===== config.mk =====
export PLATFORM = sky130hd
export DESIGN_NAME = exec_stall_controller
export DESIGN_NICKNAME = d
export VERILOG_FILES = /design/src/rtl/exec_stall_controller.sv
export SDC_FILE = /design/constraint.sdc
export NUM_CORES = 1
export LEC_CHECK = 0
export ABC_AREA = 0
export CORE_UTILIZATION = 40
export DETAILED_ROUTE_END_ITERATION = 7
export DONT_BUFFER_PORTS = 1
export SYNTH_ARGS = -nofsm -noshare
export SYNTH_HDL_FRONTEND = slang
export SYNTH_SLANG_ARGS = --single-unit

===== constraint.sdc =====
create_clock -name clk_i -period 3 [get_ports clk_i]
set_clock_uncertainty 0.15 [all_clocks]
set_input_delay 0.6 -clock clk_i [delete_from_list [all_inputs] [get_ports clk_i]]
set_output_delay 0.6 -clock clk_i [all_outputs]
set_load 0.02 [all_outputs]

===== src/rtl/exec_stall_controller.sv =====
// exec_stall_controller: execute-stage sequencer. Detects load-use hazards
// (one-cycle stall plus EX bubble) and runs multi-cycle MUL/MLA operations by
// holding fetch/decode and the EX register for MULT_CYCLES cycles.
// Optional feature: define EXEC_STALL_COUNTER_EN to add a saturating counter
// of decode-stall cycles on stall_count_o; otherwise stall_count_o is tied to 0.

module exec_stall_controller #(
    parameter int ADDR_WIDTH  = 4,
    parameter int MULT_CYCLES = 3,
    parameter int CNT_WIDTH   = 32
) (
    input  logic                  clk_i,
    input  logic                  rst_i,
    input  logic                  instr_valid_DECODE_i,
    input  logic [2:0]            reg_use_DECODE_i,
    input  logic [ADDR_WIDTH-1:0] reg_addr_1_DECODE_i,
    input  logic [ADDR_WIDTH-1:0] reg_addr_2_DECODE_i,
    input  logic [ADDR_WIDTH-1:0] reg_addr_3_DECODE_i,
    input  logic                  mem_read_EX_i,
    input  logic                  reg_write_en_EX_i,
    input  logic [ADDR_WIDTH-1:0] reg_dest_EX_i,
    input  logic                  multicycle_EX_i,
    input  logic                  flush_i,
    output logic                  stall_fetch_o,
    output logic                  stall_decode_o,
    output logic                  bubble_EX_o,
    output logic                  hold_EX_o,
    output logic                  mult_busy_o,
    output logic                  mult_last_o,
    output logic [CNT_WIDTH-1:0]  stall_count_o
);

    typedef enum logic {
        IDLE = 1'b0,
        MULT = 1'b1
    } state_t;

    // A one-cycle multi-cycle op needs no sequencing, so the request is ignored.
    localparam bit         MULT_ON   = (MULT_CYCLES > 1);
    // The first EX cycle is spent in IDLE and the last one at count 0.
    localparam logic [3:0] STEP_LOAD = MULT_ON ? 4'(MULT_CYCLES - 2) : 4'd0;

    state_t     state;
    logic [3:0] step;
    logic       src_match;
    logic       hazard;
    logic       mult_start;

    // Load-use detection against the EX destination, and multi-cycle request.
    always_comb begin
        src_match  = (reg_use_DECODE_i[0] && (reg_addr_1_DECODE_i == reg_dest_EX_i)) ||
                     (reg_use_DECODE_i[1] && (reg_addr_2_DECODE_i == reg_dest_EX_i)) ||
                     (reg_use_DECODE_i[2] && (reg_addr_3_DECODE_i == reg_dest_EX_i));
        hazard     = instr_valid_DECODE_i && mem_read_EX_i && reg_write_en_EX_i && src_match;
        mult_start = MULT_ON && multicycle_EX_i;
    end

    // Mealy output decode; reset and flush force every control low.
    always_comb begin
        // NOTE: every output gets a default first so no path can infer a latch.
        stall_fetch_o  = 1'b0;
        stall_decode_o = 1'b0;
        bubble_EX_o    = 1'b0;
        hold_EX_o      = 1'b0;
        mult_busy_o    = 1'b0;
        mult_last_o    = 1'b0;
        if (!rst_i && !flush_i) begin
            unique case (state)
                IDLE: begin
                    // Multi-cycle wins over a (theoretically impossible) coincident hazard.
                    if (mult_start) begin
                        stall_fetch_o  = 1'b1;
                        stall_decode_o = 1'b1;
                        hold_EX_o      = 1'b1;
                        mult_busy_o    = 1'b1;
                    end else if (hazard) begin
                        stall_fetch_o  = 1'b1;
                        stall_decode_o = 1'b1;
                        bubble_EX_o    = 1'b1;
                    end
                end
                MULT: begin
                    stall_fetch_o  = 1'b1;
                    stall_decode_o = 1'b1;
                    mult_busy_o    = 1'b1;
                    if (step != 4'd0) hold_EX_o   = 1'b1;
                    else              mult_last_o = 1'b1;
                end
                default: ;
            endcase
        end
    end

    // State and step counter; flush aborts any op in flight.
    always_ff @(posedge clk_i or posedge rst_i) begin
        // NOTE: sequential state uses non-blocking assignments so every register
        // samples pre-edge values regardless of block evaluation order.
        if (rst_i) begin
            state <= IDLE;
            step  <= 4'd0;
        end else if (flush_i) begin
            state <= IDLE;
            step  <= 4'd0;
        end else begin
            unique case (state)
                IDLE: begin
                    if (mult_start) begin
                        state <= MULT;
                        step  <= STEP_LOAD;
                    end
                end
                MULT: begin
                    if (step != 4'd0) step  <= step - 4'd1;
                    else              state <= IDLE;
                end
                default: state <= IDLE;
            endcase
        end
    end

`ifdef EXEC_STALL_COUNTER_EN
    logic [CNT_WIDTH-1:0] stall_cnt;

    // Saturating count of decode-stall cycles; only reset clears it.
    always_ff @(posedge clk_i or posedge rst_i) begin
        if (rst_i) begin
            stall_cnt <= '0;
        end else if (stall_decode_o && (stall_cnt != {CNT_WIDTH{1'b1}})) begin
            stall_cnt <= stall_cnt + CNT_WIDTH'(1);
        end
    end

    assign stall_count_o = stall_cnt;
`else
    assign stall_count_o = '0;
`endif

endmodule


### Word level (Yosys, flattened, before mapping)

Cells that the tools add are included.

| word-level totals | value |
|---|---|
| flip-flop bits (word level) | 5 |
| output and inout bits | 38 |

| operators by class | value |
|---|---|
| eq/ne operators | 5 |
| muxes and demuxes | 21 |
| bitwise operators | 1 |
| reduce and logical (&&, ||, !) cells | 13 |
| add/subtract/negate cells | 1 |

Operator list:

| kind | number |
|---|---|
| $mux W1 | 14 |
| $eq A4 B4 Y1 | 3 |
| $mux W4 | 3 |
| $pmux W4 S2 | 1 |
| $logic_and A1 B1 Y1 | 7 |
| $pmux W1 S2 | 3 |
| $reduce_bool A4 Y1 | 1 |
| $sub A4 B1 Y4 const B | 1 |
| $ne A3 B2 Y1 const B | 1 |
| $ne A3 B3 Y1 const B | 1 |
| $logic_not A1 Y1 | 2 |
| $logic_or A1 B1 Y1 | 2 |
| $reduce_and A2 Y1 | 1 |
| $not A1 Y1 | 1 |

### Depth between registers and ports, before layout

| depth | value |
|---|---|
| depth in word-level cells | 9 |
| depth in mapped cells | 6 |
| depth with buffers taken out | 6 |

### Least setup slack after synthesis

OpenSTA, ideal clock, no wires.

| timing | value |
|---|---|
| path type | input-to-output |
| start | input port reg_dest_EX_i[1] |
| end | output port stall_fetch_o |
| path buffers | 1 |
| cell stages on the path | 5 |
| arrival | 1.872 ns |
| path slack | 0.378 ns |
| required time | 2.250 ns |
| path through | nor2b_1 > a221o_1 > or4_4 > nand4_1 > buf_4 |

| on the way | value |
|---|---|
| longest elaborated chain between the ends | 9 |
| elaborated cells between the ends (all ways) | 13 |
| classes of those cells | eq/ne: 3; mux: 4; reduce/logical: 6 |

RTL lines:

| item | line | text |
|---|---|---|
| start: declaration | 21 | `input logic [ADDR_WIDTH-1:0] reg_dest_EX_i,` |
| $eq A4 B4 Y1 (on tied branches) | 51, 52 |  |
| $logic_and A1 B1 Y1 (on tied branches) | 51, 52 |  |
| $logic_or A1 B1 Y1 | 51 | `src_match = (reg_use_DECODE_i[0] && (reg_addr_1_DECODE_i == reg_dest_EX_i)) \|\|` |
| $logic_or A1 B1 Y1 (*) | 52 | `(reg_use_DECODE_i[1] && (reg_addr_2_DECODE_i == reg_dest_EX_i)) \|\|` |
| $logic_and A1 B1 Y1 (*) | 54 | `hazard = instr_valid_DECODE_i && mem_read_EX_i && reg_write_en_EX_i && src_match;` |
| $mux W1 (*) (2 in series) | -- |  |
| $pmux W1 S2 (*) | -- |  |
| $mux W1 (*) | -- |  |
| end: declaration | 24 | `output logic stall_fetch_o,` |

Mark *: on every way between the ends. The rest lies on a longest branch, timed or not.

### Worst setup path in the final report

| timing | value |
|---|---|
| start | input port reg_dest_EX_i[1] |
| end | output port bubble_EX_o |

| on the way | value |
|---|---|
| longest elaborated chain between the ends | 9 |
| elaborated cells between the ends (all ways) | 13 |
| classes of those cells | eq/ne: 3; mux: 4; reduce/logical: 6 |

RTL lines:

| item | line | text |
|---|---|---|
| $eq A4 B4 Y1 (on tied branches) | 51, 52 |  |
| $logic_and A1 B1 Y1 (on tied branches) | 51, 52 |  |
| $logic_or A1 B1 Y1 | 51 |  |
| $logic_or A1 B1 Y1 (*) | 52 |  |
| $logic_and A1 B1 Y1 (*) | 54 |  |
| $mux W1 (*) | 76 | `end else if (hazard) begin` |
| $mux W1 (*) | 71 | `if (mult_start) begin` |
| $mux W1 (*) | 68 | `unique case (state)` |
| $mux W1 (*) | 67 | `if (!rst_i && !flush_i) begin` |
| end: declaration | 26 | `output logic bubble_EX_o,` |

Marked as above.

==> out/qor.csv <==
stage,metric,value,unit
timing,finalWorstSetupSlack,0.383,ns
worst_setup_path,cp.required,2.25,ns
timing,setup_tns,0,ns
worst_setup_path,slowest_delay,0.49,ns
yosys,synth_area,752,um^2
route,routed-via-count,538,
worst_setup_path,critical_path.slowest_cell,or4_4,
worst_setup_path,r2r_start,step[0]$_DFFE_PP0P_,
global_routing,grt_first_pass_wirelength,1.88,mm
floorplan,initial_core_util,0.431,
route,ant_nets,0,
route,detail_route.wirelength,1.14,mm
power,ir_drop,189,uV
layout,area_delta_synth_final,-9.15,%
layout,fillers,188,
floorplan,dieWidth,45.4,um
yosys,ys_warn_count,0,
worst_setup_path,end_kind,primary output,
global_routing,track_usage,0.127,
route,drt-pass1-iter-count,2,
cts,cts.sinks,5,
power,combinationalPowerShare,0.375,
placement,io_buffer_count,0,
power,p_leak,0.313,nW
placement,dp_slack,0.376,ns
cts,clk_latency,0.24,ns
route,via_per_inst,4.41,
worst_setup_path,crit_chain,nor2b_1 -> a221o_1 -> or4_4 -> a311oi_2,
cts,clockBufferDepth,2,
worst_setup_path,crit_fanout,4,
hold_path,hold_path.class,input pin to flip-flop,
status,status,"finished, final reports clean",
global_routing,grt_pass1_vias,485,
cts,htreeDepth,1,
floorplan,ioPinCount,64,
route,drc,0,
layout,final_cell_mix,"conb_1 (32), xnor2_1 (8), nor2_1 (5), inv_1 (5), dfrtp_1 (5)",
timing,worst_slew_pin_slew,0.649,ns
timing,min_period,2.62,ns
cts,clk_pin_slew,0.04,ns
cts,cts_tree,done,
placement,dp_hpwl,993,um
timing,rsz0062_at_grt,no,
worst_setup_path,startpoint,reg_dest_EX_i[1],
floorplan,fp-row-count,15,
cts,clock-root-buffer,clkbuf_4,
floorplan,dieArea,0.00206,mm^2
global_routing,antenna_found_initial,0,
cts,cts_made_buffers,3,
yosys,synthDistinctLibCells,29,
timing,setup_viol,0,
power,powerDensity,376,mW/mm^2
yosys,yosysTopAreaCell,buf_4,
yosys,yosys.area.top_type_share,0.329,
worst_setup_path,critPathArrivalTime,1.87,ns
power,power.switching,0.000102,W
yosys,yosysSeqAreaShare,0.166,
power,internal_power,0.000155,W
timing,final_hold_viol_count,0,
timing,fmax,382,MHz
global_routing,grt_max_degree,12,
yosys,yosys-top-cells-area,"buf_4 (33%), dfrtp_1 (17%), xnor2_1 (9.3%), ha_1 (3.3%), inv_1 (2.5%)",
layout,num_antenna_cells,0,
yosys,yosys_register_bits,5,
global_routing,grt_overflow,0,
power,swShare,0.395,
timing,min_period_over_period,0.872,
yosys,synth_edf_count,0,
power,pwr-share-seq,0.330,
cts,post_cts_buffers,0,
power,pwr-share-clk,0.296,
floorplan,core,0.00175,mm^2
route,detail_route.iter0.violations,10,
yosys,dominantRegCellSynth,dfrtp_1,
yosys,synthArstFlopShare,1.00,
worst_setup_path,startpoint_type,input pin,
layout,drive_above_1_share,0.0619,
timing,maxSlewHeadroom,0.564,
route,avgRoutedWirePerCell,9.35,um
yosys,syn_inst,95,
job,cap_viol_max_count,0,
layout,final_nets,126,
hold_path,hold_path.startpoint,flush_i,
timing,drv_slew,0,
placement,gp_congestion,0.813,
layout,final_common_cell,conb_1,
yosys,syn_area_per_cell,7.92,um^2
floorplan,die-height,45.4,um
worst_setup_path,critical_path_class,input pin to primary output,
[through the flow]
step	cells	total power, W	hold WS (ns)	instance area, um^2	util
4_1_cts	122	0.000262	0.254	683	0.391
3_3_place_gp	117	0.000179	0.253	647	0.371
3_5_place_dp	117	0.000180	0.248	647	0.371
5_1_grt	122	0.000283	0.252	683	0.391
2_1_floorplan	126	0.000204	0.229	868	-
6_report	122	0.000257	0.267	683	0.391
[logic make-up after synthesis]
kind of cell,after synthesis,synth area share
DFF,5,0.166
AOI/OAI and AO/OA,10,0.0982
xor gates and xnor gates,9,0.105
adders and majority gates,2,0.0333
buffers and inverters,40,0.366
and+or+nand+nor,28,0.226
other,1,0.00499
[layout make-up]
cell class / instances / area (um^2) / area share
Tap cell: 25 / 31.3 / 0.0458
Inverter: 6 / 22.5 / 0.0330
Clock buffer: 4 / 26.3 / 0.0385
Multi-Input combinational cell: 81 / 468 / 0.685
Sequential cell: 5 / 125 / 0.183
Timing Repair Buffer: 1 / 10.0 / 0.0147
[worst max-delay path: cells and delay by family]
| kind | cells | cell delay, ns |
|---|---|---|
| compound gates | 2 | 0.67 |
| simple gates | 2 | 0.59 |
[power groups by stage]
stage	Sequential [W]	Clock, W	Combinational (W)
global route	0.0000860	0.0000862	0.000110
CTS	0.0000847	0.0000817	0.0000960
finish	0.0000847	0.0000760	0.0000963
global placement	0.0000853	0	0.0000939
detailed placement	0.0000854	0	0.0000950
floorplan	0.0000803	0	0.000124
[worst paths after layout]
check | endpoint | slack [ns] | depth (start not counted)
worst max-delay path | bubble_EX_o | 0.38 | 4
worst min-delay path | step[3]$_DFFE_PP0P_ | 0.27 | 1
worst max register to register | step[0]$_DFFE_PP0P_ | 1.26 | 6
worst min register to register | step[0]$_DFFE_PP0P_ | 0.36 | 1
max in group asynchronous | state$_DFF_PP0_ | 1.97 | 2
min in group asynchronous | step[2]$_DFFE_PP0P_ | 0.56 | 2
[flip-flops by register name, indices dropped and copies added (netlist names)]
| signal | flops |
|---|---|
| step | 4 |
| state | 1 |
[cell usage after synthesis, types with 2 or more instances]
cell,count
buf_4,33
xnor2_1,8
dfrtp_1,5
inv_1,5
nor2_1,5
nand2_1,3
nor3_1,3
o21ai_0,3
a21oi_1,2
ha_1,2
nand2b_1,2
nand3_1,2
nand3b_1,2
nand4_1,2
nand4b_1,2
nor2b_1,2
or3_1,2
[per-layer routing]
metal,up-vias,track usage,share of wire
met5,-,0,0
met4,0,0.0182,0
met3,0,0.0640,0.10
met2,30,0.226,0.51
met1,249,0.136,0.39
li1,259,-,-
[what timing repair did]
action	CTS	global route
resized for setup	0	0
endpoints found under the hold margin	5	0
hold buffers	1	0
No activity file was read; power rests on OpenSTA's default activity.
